==> config.mk <==
export PLATFORM = sky130hd
export DESIGN_NAME = ram_bist
export DESIGN_NICKNAME = d
export VERILOG_FILES = /design/src/rtl/ram_bist.sv
export SDC_FILE = /design/constraint.sdc
export NUM_CORES = 1
export LEC_CHECK = 0
export CORE_ASPECT_RATIO = 0.8
export CORE_MARGIN = 5
export CORE_UTILIZATION = 53
export DETAILED_ROUTE_END_ITERATION = 6
export PLACE_DENSITY = 0.89
export SLEW_MARGIN = 20
export SYNTH_ARGS = -nofsm -noshare
export SYNTH_HDL_FRONTEND = slang
export SYNTH_SLANG_ARGS = --single-unit
==> constraint.sdc <==
create_clock -name clk -period 4.1 [get_ports clk]
set_input_delay 0.41 -clock clk [delete_from_list [all_inputs] [get_ports clk]]
set_output_delay 0.41 -clock clk [all_outputs]
set_load 0.01 [all_outputs]
==> src/rtl/ram_bist.sv <==
// ram_bist: BIST master for the dual-read-port RAM; writes P(a)=a^SEED over a window and reads it back two words per cycle.
// Define RAM_BIST_INV_PASS_EN to add a second pass with the inverted pattern ~P(a).
module ram_bist #(
    parameter int ADDR_W = 33,
    parameter int DATA_W = 16,
    parameter int RD_LAT = 1,
    parameter logic [DATA_W-1:0] SEED = DATA_W'(16'hA5A5)
) (
    input  logic              clk,
    input  logic              reset,
    input  logic              start,
    input  logic [ADDR_W-1:0] cfg_base,
    input  logic [ADDR_W-1:0] cfg_last,
    output logic              wr,
    output logic [ADDR_W-1:0] wr_addr,
    output logic [DATA_W-1:0] d_in,
    output logic [ADDR_W-1:0] rd_addr_a,
    output logic [ADDR_W-1:0] rd_addr_b,
    input  logic [DATA_W-1:0] d_out_a,
    input  logic [DATA_W-1:0] d_out_b,
    output logic              busy,
    output logic              done,
    output logic              pass,
    output logic [ADDR_W-1:0] fail_addr,
    output logic [DATA_W-1:0] fail_data,
    output logic [DATA_W-1:0] fail_exp
);
    typedef enum logic [2:0] {IDLE, WR0, RD0, WR1, RD1, DRAIN, DONE} state_t;

    state_t state, state_n;
    logic [ADDR_W-1:0] a, base, last, rd_a_q, rd_b_q, a_inc, a_inc2;
    logic [1:0] dcnt;
    logic pass_q, inv, rd_phase, at_last, pair_end, idle, ok_cfg;
    logic [DATA_W-1:0] exp_a, exp_b;
    logic chk_vld;
    logic [ADDR_W-1:0] chk_aa, chk_ab;
    logic [DATA_W-1:0] chk_ea, chk_eb;

    function automatic logic [DATA_W-1:0] pat(input logic [ADDR_W-1:0] x, input logic n);
        return x[DATA_W-1:0] ^ SEED ^ {DATA_W{n}};
    endfunction

    localparam state_t TAIL = (RD_LAT == 0) ? DONE : DRAIN;
`ifdef RAM_BIST_INV_PASS_EN
    localparam state_t AFTER_RD0 = WR1;
    assign inv = (state == WR1) || (state == RD1);
`else
    localparam state_t AFTER_RD0 = TAIL;
    assign inv = 1'b0;
`endif

    assign idle      = (state == IDLE) || (state == DONE);
    assign ok_cfg    = cfg_last >= cfg_base;
    assign a_inc     = a + ADDR_W'(1);
    assign a_inc2    = a + ADDR_W'(2);
    // Equality tests run before any increment so the counter never wraps past the top address.
    assign at_last   = a == last;
    assign pair_end  = at_last || (a_inc == last);
    assign wr        = (state == WR0) || (state == WR1);
    assign rd_phase  = (state == RD0) || (state == RD1);
    assign wr_addr   = a;
    assign d_in      = wr ? pat(a, inv) : '0;
    assign rd_addr_a = rd_phase ? a : rd_a_q;
    assign rd_addr_b = rd_phase ? (at_last ? a : a_inc) : rd_b_q;
    assign exp_a     = pat(rd_addr_a, inv);
    assign exp_b     = pat(rd_addr_b, inv);
    assign busy      = !idle;
    assign done      = state == DONE;
    assign pass      = done & pass_q;

    always_comb begin
        state_n = state;
        case (state)
            IDLE, DONE: if (start) state_n = ok_cfg ? WR0 : DONE;
            WR0:        if (at_last) state_n = RD0;
            RD0:        if (pair_end) state_n = AFTER_RD0;
            WR1:        if (at_last) state_n = RD1;
            RD1:        if (pair_end) state_n = TAIL;
            DRAIN:      if (dcnt == 2'(RD_LAT - 1)) state_n = DONE;
            default:    state_n = IDLE;
        endcase
    end

    // Read address/expected data travel with the RAM latency so they meet the returned words.
    generate
        if (RD_LAT == 0) begin : g_nolat
            assign chk_vld = rd_phase;
            assign chk_aa  = rd_addr_a;
            assign chk_ab  = rd_addr_b;
            assign chk_ea  = exp_a;
            assign chk_eb  = exp_b;
        end else begin : g_lat
            logic [RD_LAT-1:0] pv;
            logic [ADDR_W-1:0] paa [RD_LAT];
            logic [ADDR_W-1:0] pab [RD_LAT];
            logic [DATA_W-1:0] pea [RD_LAT];
            logic [DATA_W-1:0] peb [RD_LAT];
            always_ff @(posedge clk) begin
                if (reset) pv <= '0;
                else begin
                    pv[0] <= rd_phase;
                    for (int i = 1; i < RD_LAT; i++) pv[i] <= pv[i-1];
                end
            end
            always_ff @(posedge clk) begin
                paa[0] <= rd_addr_a;
                pab[0] <= rd_addr_b;
                pea[0] <= exp_a;
                peb[0] <= exp_b;
                for (int i = 1; i < RD_LAT; i++) begin
                    paa[i] <= paa[i-1];
                    pab[i] <= pab[i-1];
                    pea[i] <= pea[i-1];
                    peb[i] <= peb[i-1];
                end
            end
            assign chk_vld = pv[RD_LAT-1];
            assign chk_aa  = paa[RD_LAT-1];
            assign chk_ab  = pab[RD_LAT-1];
            assign chk_ea  = pea[RD_LAT-1];
            assign chk_eb  = peb[RD_LAT-1];
        end
    endgenerate

    always_ff @(posedge clk) begin
        if (reset) begin
            state     <= IDLE;
            a         <= '0;
            base      <= '0;
            last      <= '0;
            rd_a_q    <= '0;
            rd_b_q    <= '0;
            dcnt      <= '0;
            pass_q    <= 1'b0;
            fail_addr <= '0;
            fail_data <= '0;
            fail_exp  <= '0;
        end else begin
            state  <= state_n;
            rd_a_q <= rd_addr_a;
            rd_b_q <= rd_addr_b;
            dcnt   <= (state == DRAIN) ? dcnt + 2'd1 : 2'd0;
            if (idle && start) begin
                base      <= cfg_base;
                last      <= cfg_last;
                a         <= cfg_base;
                pass_q    <= ok_cfg;
                fail_addr <= ok_cfg ? '0 : cfg_base;
                fail_data <= '0;
                fail_exp  <= '0;
            end else if (wr) a <= at_last ? base : a_inc;
            else if (rd_phase) a <= pair_end ? base : a_inc2;
            if (chk_vld && pass_q) begin
                if (d_out_a != chk_ea) begin
                    fail_addr <= chk_aa;
                    fail_data <= d_out_a;
                    fail_exp  <= chk_ea;
                    pass_q    <= 1'b0;
                end else if (d_out_b != chk_eb) begin
                    fail_addr <= chk_ab;
                    fail_data <= d_out_b;
                    fail_exp  <= chk_eb;
                    pass_q    <= 1'b0;
                end
            end
        end
    end
endmodule

# Word-level counts from Yosys, hierarchy flattened

Memory sizes are Yosys's and may differ from the RTL's.
Cells that the tools add are included.

Flip-flop bits (word level): 237
Latch bits: 0
ROM bits: 0
Memory bits (writable): 98
Memories kept: 4
Word-level logic and storage cells: 87
Input bits: 101

Equal/unequal tests: 15
Divide/modulo/power cells: 0
Multiplexer cells: 33
Reduce and logical (&&, ||, !) cells: 14
Order comparisons: 1
Bitwise operators: 5
Shifts and indexed selects: 0
Add/sub/neg operators: 3
Multipliers: 0

Memory list:

| memory    | depth | width | read ports | clocked after memory_dff | write ports | RTL line | source |
|---|---|---|---|---|---|---|---|
| g_lat.paa | 1     | 33    | 1          | 0                        | 1           | 94       | `logic [ADDR_W-1:0] paa [RD_LAT];` |
| g_lat.pab | 1     | 33    | 1          | 0                        | 1           | 95       | `logic [ADDR_W-1:0] pab [RD_LAT];` |
| g_lat.pea | 1     | 16    | 1          | 0                        | 1           | 96       | `logic [DATA_W-1:0] pea [RD_LAT];` |
| g_lat.peb | 1     | 16    | 1          | 0                        | 1           | 97       | `logic [DATA_W-1:0] peb [RD_LAT];` |

Operators by type and width:

| kind                                                            | count |
|---|---|
| 33-bit two-way mux                                              | 13 |
| 16-bit two-way mux                                              | 9 |
| 33-bit == test                                                  | 2 |
| 33-bit by 1-bit adder with 33-bit output, second input constant | 1 |
| 33-bit by 2-bit adder with 33-bit output, second input constant | 1 |
| 33-bit >= comparator                                            | 1 |
| 16-bit != test                                                  | 2 |
| 8-bit inverter                                                  | 3 |
| 3-bit two-way mux                                               | 6 |
| 3-bit case mux with 5 select lines                              | 1 |
| 3-bit == test, second input constant                            | 3 |
| 2-bit != test, second input constant                            | 4 |
| 3-bit by 2-bit == test with 1-bit output, second input constant | 2 |
| 2-bit OR reduction                                              | 3 |
| 5-bit AND reduction                                             | 1 |
| 1-bit logical OR                                                | 4 |
| 1-bit two-way mux                                               | 4 |
| 3-bit by 1-bit == test with 1-bit output, second input constant | 1 |
| 3-bit zero test                                                 | 1 |
| 3-bit nonzero test                                              | 1 |
| 2-bit by 1-bit adder with 2-bit output, second input constant   | 1 |
| 1-bit logical AND                                               | 2 |
| 2-bit zero test                                                 | 1 |
| 2-bit by 1-bit != test with 1-bit output, second input constant | 1 |
| 3 further kinds                                                 | 3 |

# Depth between registers and ports, before layout

Word-level depth: 7
Depth in mapped cells: 14
Depth with buffers taken out: 11

# Least setup slack after synthesis

OpenSTA, ideal clock, no wires.

Path type: reg-to-reg
Start point: reg a[2], in the netlist wr_addr[2]
End point: reg a[3], in the netlist wr_addr[3]
Arrival: 3.010 ns
Library setup time: 0.134 ns
Stages on the path, launching flop included: 13
Setup slack: 0.956 ns
Required time: 3.966 ns
Path through: dfxtp_1 -> ha_1 -> and2_1 -> clkbuf_1 -> nand4_2 -> or4_1 -> xnor2_1 -> nor3_1 -> nand4_1 -> clkbuf_1 -> a2bb2oi_1 -> o311ai_0 -> o22ai_1

Cells in the longest elaborated chain, start to end: 7
Elaborated cells on any way between the ends: 10
Classes of those cells: 2 x add/sub; 2 x eq/ne; 5 x mux; 1 x reduce/logical

Ends and longest elaborated chain:

| element                                  | RTL line | source |
|---|---|---|
| from (decl)                              | 31       | `logic [ADDR_W-1:0] a, base, last, rd_a_q, rd_b_q, a_inc, a_inc2;` |
| from (signal assigned)                   | 146      | `a <= cfg_base;` |
| from (signal assigned)                   | 151      | `end else if (wr) a <= at_last ? base : a_inc;` |
| from (signal assigned)                   | 152      | `else if (rd_phase) a <= pair_end ? base : a_inc2;` |
| 33-bit by 1-bit adder with 33-bit output | 54       | `assign a_inc = a + ADDR_W'(1);` |
| 33-bit == test                           | 58       | `assign pair_end = at_last \|\| (a_inc == last);` |
| 1-bit logical OR                         | 58       |  |
| 33-bit two-way mux (2 in series)         | 152      |  |
| 33-bit two-way mux (*)                   | 151      |  |
| 33-bit two-way mux (*)                   | 143      | `if (idle && start) begin` |

Mark *: on every way between the ends. The rest lies on a longest branch, timed or not. The select of a mux whose other input is x is not followed.
A chain may end at the register's enable or synchronous reset.

# Worst setup path after layout

Start point: reg a[4], in the netlist wr_addr[4]
End point: out rd_addr_b[11]

Cells in the longest elaborated chain, start to end: 3
Elaborated cells on any way between the ends: 4
Classes of those cells: 1 x add/sub; 1 x eq/ne; 2 x mux

Ends and longest elaborated chain:

| element                                                                           | RTL line | source |
|---|---|---|
| 33-bit by 1-bit adder with 33-bit output / 33-bit == test (equally long branches) | 54, 57   |  |
| 33-bit two-way mux (*) (2 in series)                                              | 64       | `assign rd_addr_b = rd_phase ? (at_last ? a : a_inc) : rd_b_q;` |
| to (decl)                                                                         | 18       | `output logic [ADDR_W-1:0] rd_addr_b,` |

Mark *: on every way between the ends. The rest lies on a longest branch, timed or not.

==> qor.txt <==
Final Hold Fails = 0
Drt pass-1 iters = 5
GP Congestion = 0.9948
Reg2reg setup slack = 410 ps
WL/cell = 24.14 um
Tightest Pin Transition = 976.8 ps
First-pass GRT wire length = 93560 um
Core area = 29360 sq um
DR vias/cell = 6.207
Status = finished clean
Final setup vio count = 0
CP required = 3690 ps
Sequential share of power = 32.7%
Yosys top cell area share = 40.45%
Critical path launch point type = flop
CTS Buf Count = 30
Critical path endpoint category = output pin
Simple-gate share of the synthesized area = 21.55%
# port buffers = 284
Syn_area_per_cell = 8.109 sq um
Hold Path End = rd_b_q[32]
Worst r2r dst = wr_addr[0]
Fraction of layout cells with a size suffix above 1 = 10.06%
Post-route design area = 20420 sq um
CP max-delay cell = clkdlybuf4s50_1
Post-route ant nets = 0
Largest family of logic cells by synthesized area = simple AND/OR/NAND/NOR gates
Net Switching = 5814 uW
Clock-pin slew on the worst setup and hold paths = 70 ps
Cell taking the most area after synthesis = dfxtp_1
Root Driver = clkbuf_16
Ys async rst share = 0%
Number of H-tree levels = 1
HPWL after DPL = 46940 um
Ant diodes = 0
DRT iter0 DRCs = 1781
R2r startpoint = wr_addr[3]
Final Net Count = 2342
Sum Neg Setup Slack = 0 ps
DRC = 0
Top cells by area, synth = dfxtp_1, nand2_1, xor2_1, a21oi_1, xnor2_1
Number of flops mapped to enable cells by yosys = 0
Peak supply drop = 0.0005026 V
Hold WS = 224.8 ps
Die W = 203.0 um
Syn nets = 2084
Grt total ovfl = 0
Maximum Capacitance Violations = 0
Routed WL = 62830 um
Logic pwr share = 46.8%
Initial antenna violation count = 0
CTS tree = done
RSZ-0062 raised after global routing = true
Crit path cell chain = xor2_1 > nor4_2 > and4_1 > and3_2 > buf_4 > nor2_1 > xnor2_1 > o21ai_1 > clkdlybuf4s50_1
Post-Synth Adder-Cell Area = 2.853%
Worst EP arrival = 3620 ps
Int Power = 8228 uW
Clock skew = 14.77 ps
Placed Area = 19180 sq um
DP Cell Count = 2542
Vias in the first global route = 15630
Max Fclk = 247.9 MHz
Max clock buf depth = 3
Synth Area in Compound Gates = 19.35%
Largest net degree at the start of global routing = 80
Pwr dens = 687.7 nW/um^2
Most frequent cells after synthesis = dfxtp_1, nand2_1, a21oi_1
Clock sink count = 319
XOR/XNOR share of the synthesized area = 8.709%
Hold_sp = reset
Later-pin clock latency in the skew report = 590 ps
Final Critical Period = 4034 ps
Cell count after synthesis = 1947
Post-synthesis mux area share = 0.7608%
Top FF cell, synth = dfxtp_1
CP max stage delay = 640 ps
Final non-filler cell total = 2603
Area of the die = 33360 sq um
Pleak = 0.007941 uW
Clock network fraction of design power = 20.5%
R2R cell count = 11
GRT Total Usage = 35.90%
Total power draw = 14040 uW
Die height = 164.4 um
Seq/Total Area, Yosys = 40.45%
Hold Path Cell Cnt = 2
Fin. max-slew vios = 0
Vias = 16158
IO Pins = 285
#FFs+latches synth = 319
Layout area overhead = 29.32%
Initial Util = 53.78%
Switching share of total power = 41.41%
# rows = 56
Tcrit/Tclk final = 98.39%
Cell with the most instances after synthesis = dfxtp_1
Synth cell types = 70
Post-Syn Area = 15790 sq um
Crit Path Max Fanout = 14
Hold buffer count at cts = 0
Hold Path Class = in -> reg
Ys Warns = 0
Worst Setup Path Type = reg -> out
Slew margin rel. = 34.65%
-- critical path: cells and delay by family, from the launching register on --
family / cells / cell delay [ps]
AO/OA/AOI/OAI: 1 / 280
flip-flops: 1 / 390
XOR/XNOR: 2 / 370
buffers and inverters: 2 / 890
AND/OR/NAND/NOR: 4 / 1100
-- sequential cells by signal, indices dropped and copies added (netlist names) --
| signal | flops |
|---|---|
| pass_q | 1 |
| g_lat.pab | 33 |
| wr_addr | 33 |
| g_lat.peb | 8 |
| fail_addr | 33 |
| last | 33 |
| rd_b_q | 33 |
| base | 33 |
| dcnt | 2 |
| fail_exp | 16 |
| fail_data | 16 |
| g_lat.pea | 8 |
| g_lat.paa | 33 |
| rd_a_q | 33 |
| chk_vld | 1 |
| state | 3 |
-- stage by stage --
stage	util, %	setup WS (ps)
floorplan	-	956.3
global route	69.55	-40.55
global placement	65.32	137.6
detailed placement	65.32	97.67
finish	69.55	66.07
CTS	68.92	-9.283
-- how the worst max path moves through the flow --
| stage | startpoint | to | cells past startpoint |
|---|---|---|---|
| after floorplan | wr_addr[2] | wr_addr[3] | 12 |
| after global placement | wr_addr[2] | wr_addr[0] | 12 |
| after detailed placement | wr_addr[2] | wr_addr[0] | 10 |
| after CTS | wr_addr[1] | rd_addr_b[17] | 10 |
| after global routing | wr_addr[5] | rd_addr_b[15] | 12 |
| final | wr_addr[4] | rd_addr_b[11] | 9 |
-- repair_timing --
action | in CTS | in global routing
hold endpoints to repair | 0 | 0
setup endpoints to repair | 26 | 33
pin swaps | 0 | 5
buffers inserted | 0 | 8
resized for setup | 18 | 38
-- layout by cell type (no fill, tap or decap), drive strengths merged, types with 13 or more instances in the layout --
cell type | synthesis | layout
nand2 | 312 | 312
and2 | 17 | 17
clkbuf | 116 | 41
o22ai | 57 | 57
clkdlybuf4s50 | 0 | 283
xor2 | 89 | 89
and4 | 13 | 13
a21oi | 151 | 151
dfxtp | 319 | 319
a21boi | 25 | 25
a221oi | 23 | 23
nor2 | 144 | 144
and3 | 13 | 13
nand4 | 30 | 30
a22oi | 43 | 43
nor4 | 26 | 26
xnor2 | 68 | 68
nand3 | 42 | 42
ha | 36 | 36
buf | 54 | 113
nor2b | 59 | 59
o21ai | 61 | 61
inv | 64 | 64
o221ai | 18 | 18
nor3 | 26 | 26
-- metal layers --
metal | GRT usage, % | routed length [um]
met5 | 0 | 0
met4 | 14.28 | 2848
met3 | 6.066 | 6106
met2 | 60.01 | 29170
met1 | 46.80 | 24710
-- logic make-up after synthesis --
logic type / after synthesis
and+or+nand+nor: 718
AOI/OAI and AO/OA: 470
DFF: 319
buffers and inverters: 235
xor gates and xnor gates: 157
adders and majority gates: 36
muxes: 12
-- power by group through the flow --
| stage | sequential [uW] | clock, uW | combinational, uW |
|---|---|---|---|
| floorplan | 4420 | 0 | 3560 |
| global placement | 4570 | 0 | 6240 |
| detailed placement | 4600 | 0 | 6310 |
| CTS | 4540 | 2880 | 6380 |
| global route | 4650 | 2990 | 6970 |
| finish | 4600 | 2870 | 6570 |
-- layout make-up --
class / instances / area [sq um]
clock inverters: 12 / 142.6
repair buffers: 396 / 3710
flip-flops and latches: 319 / 6404
clock buffers: 41 / 853.3
fillers: 2303 / 8940
multi-input cells: 1393 / 8593
inverters: 65 / 244.0
well taps: 377 / 471.7
(Power assumes the default switching activity.)
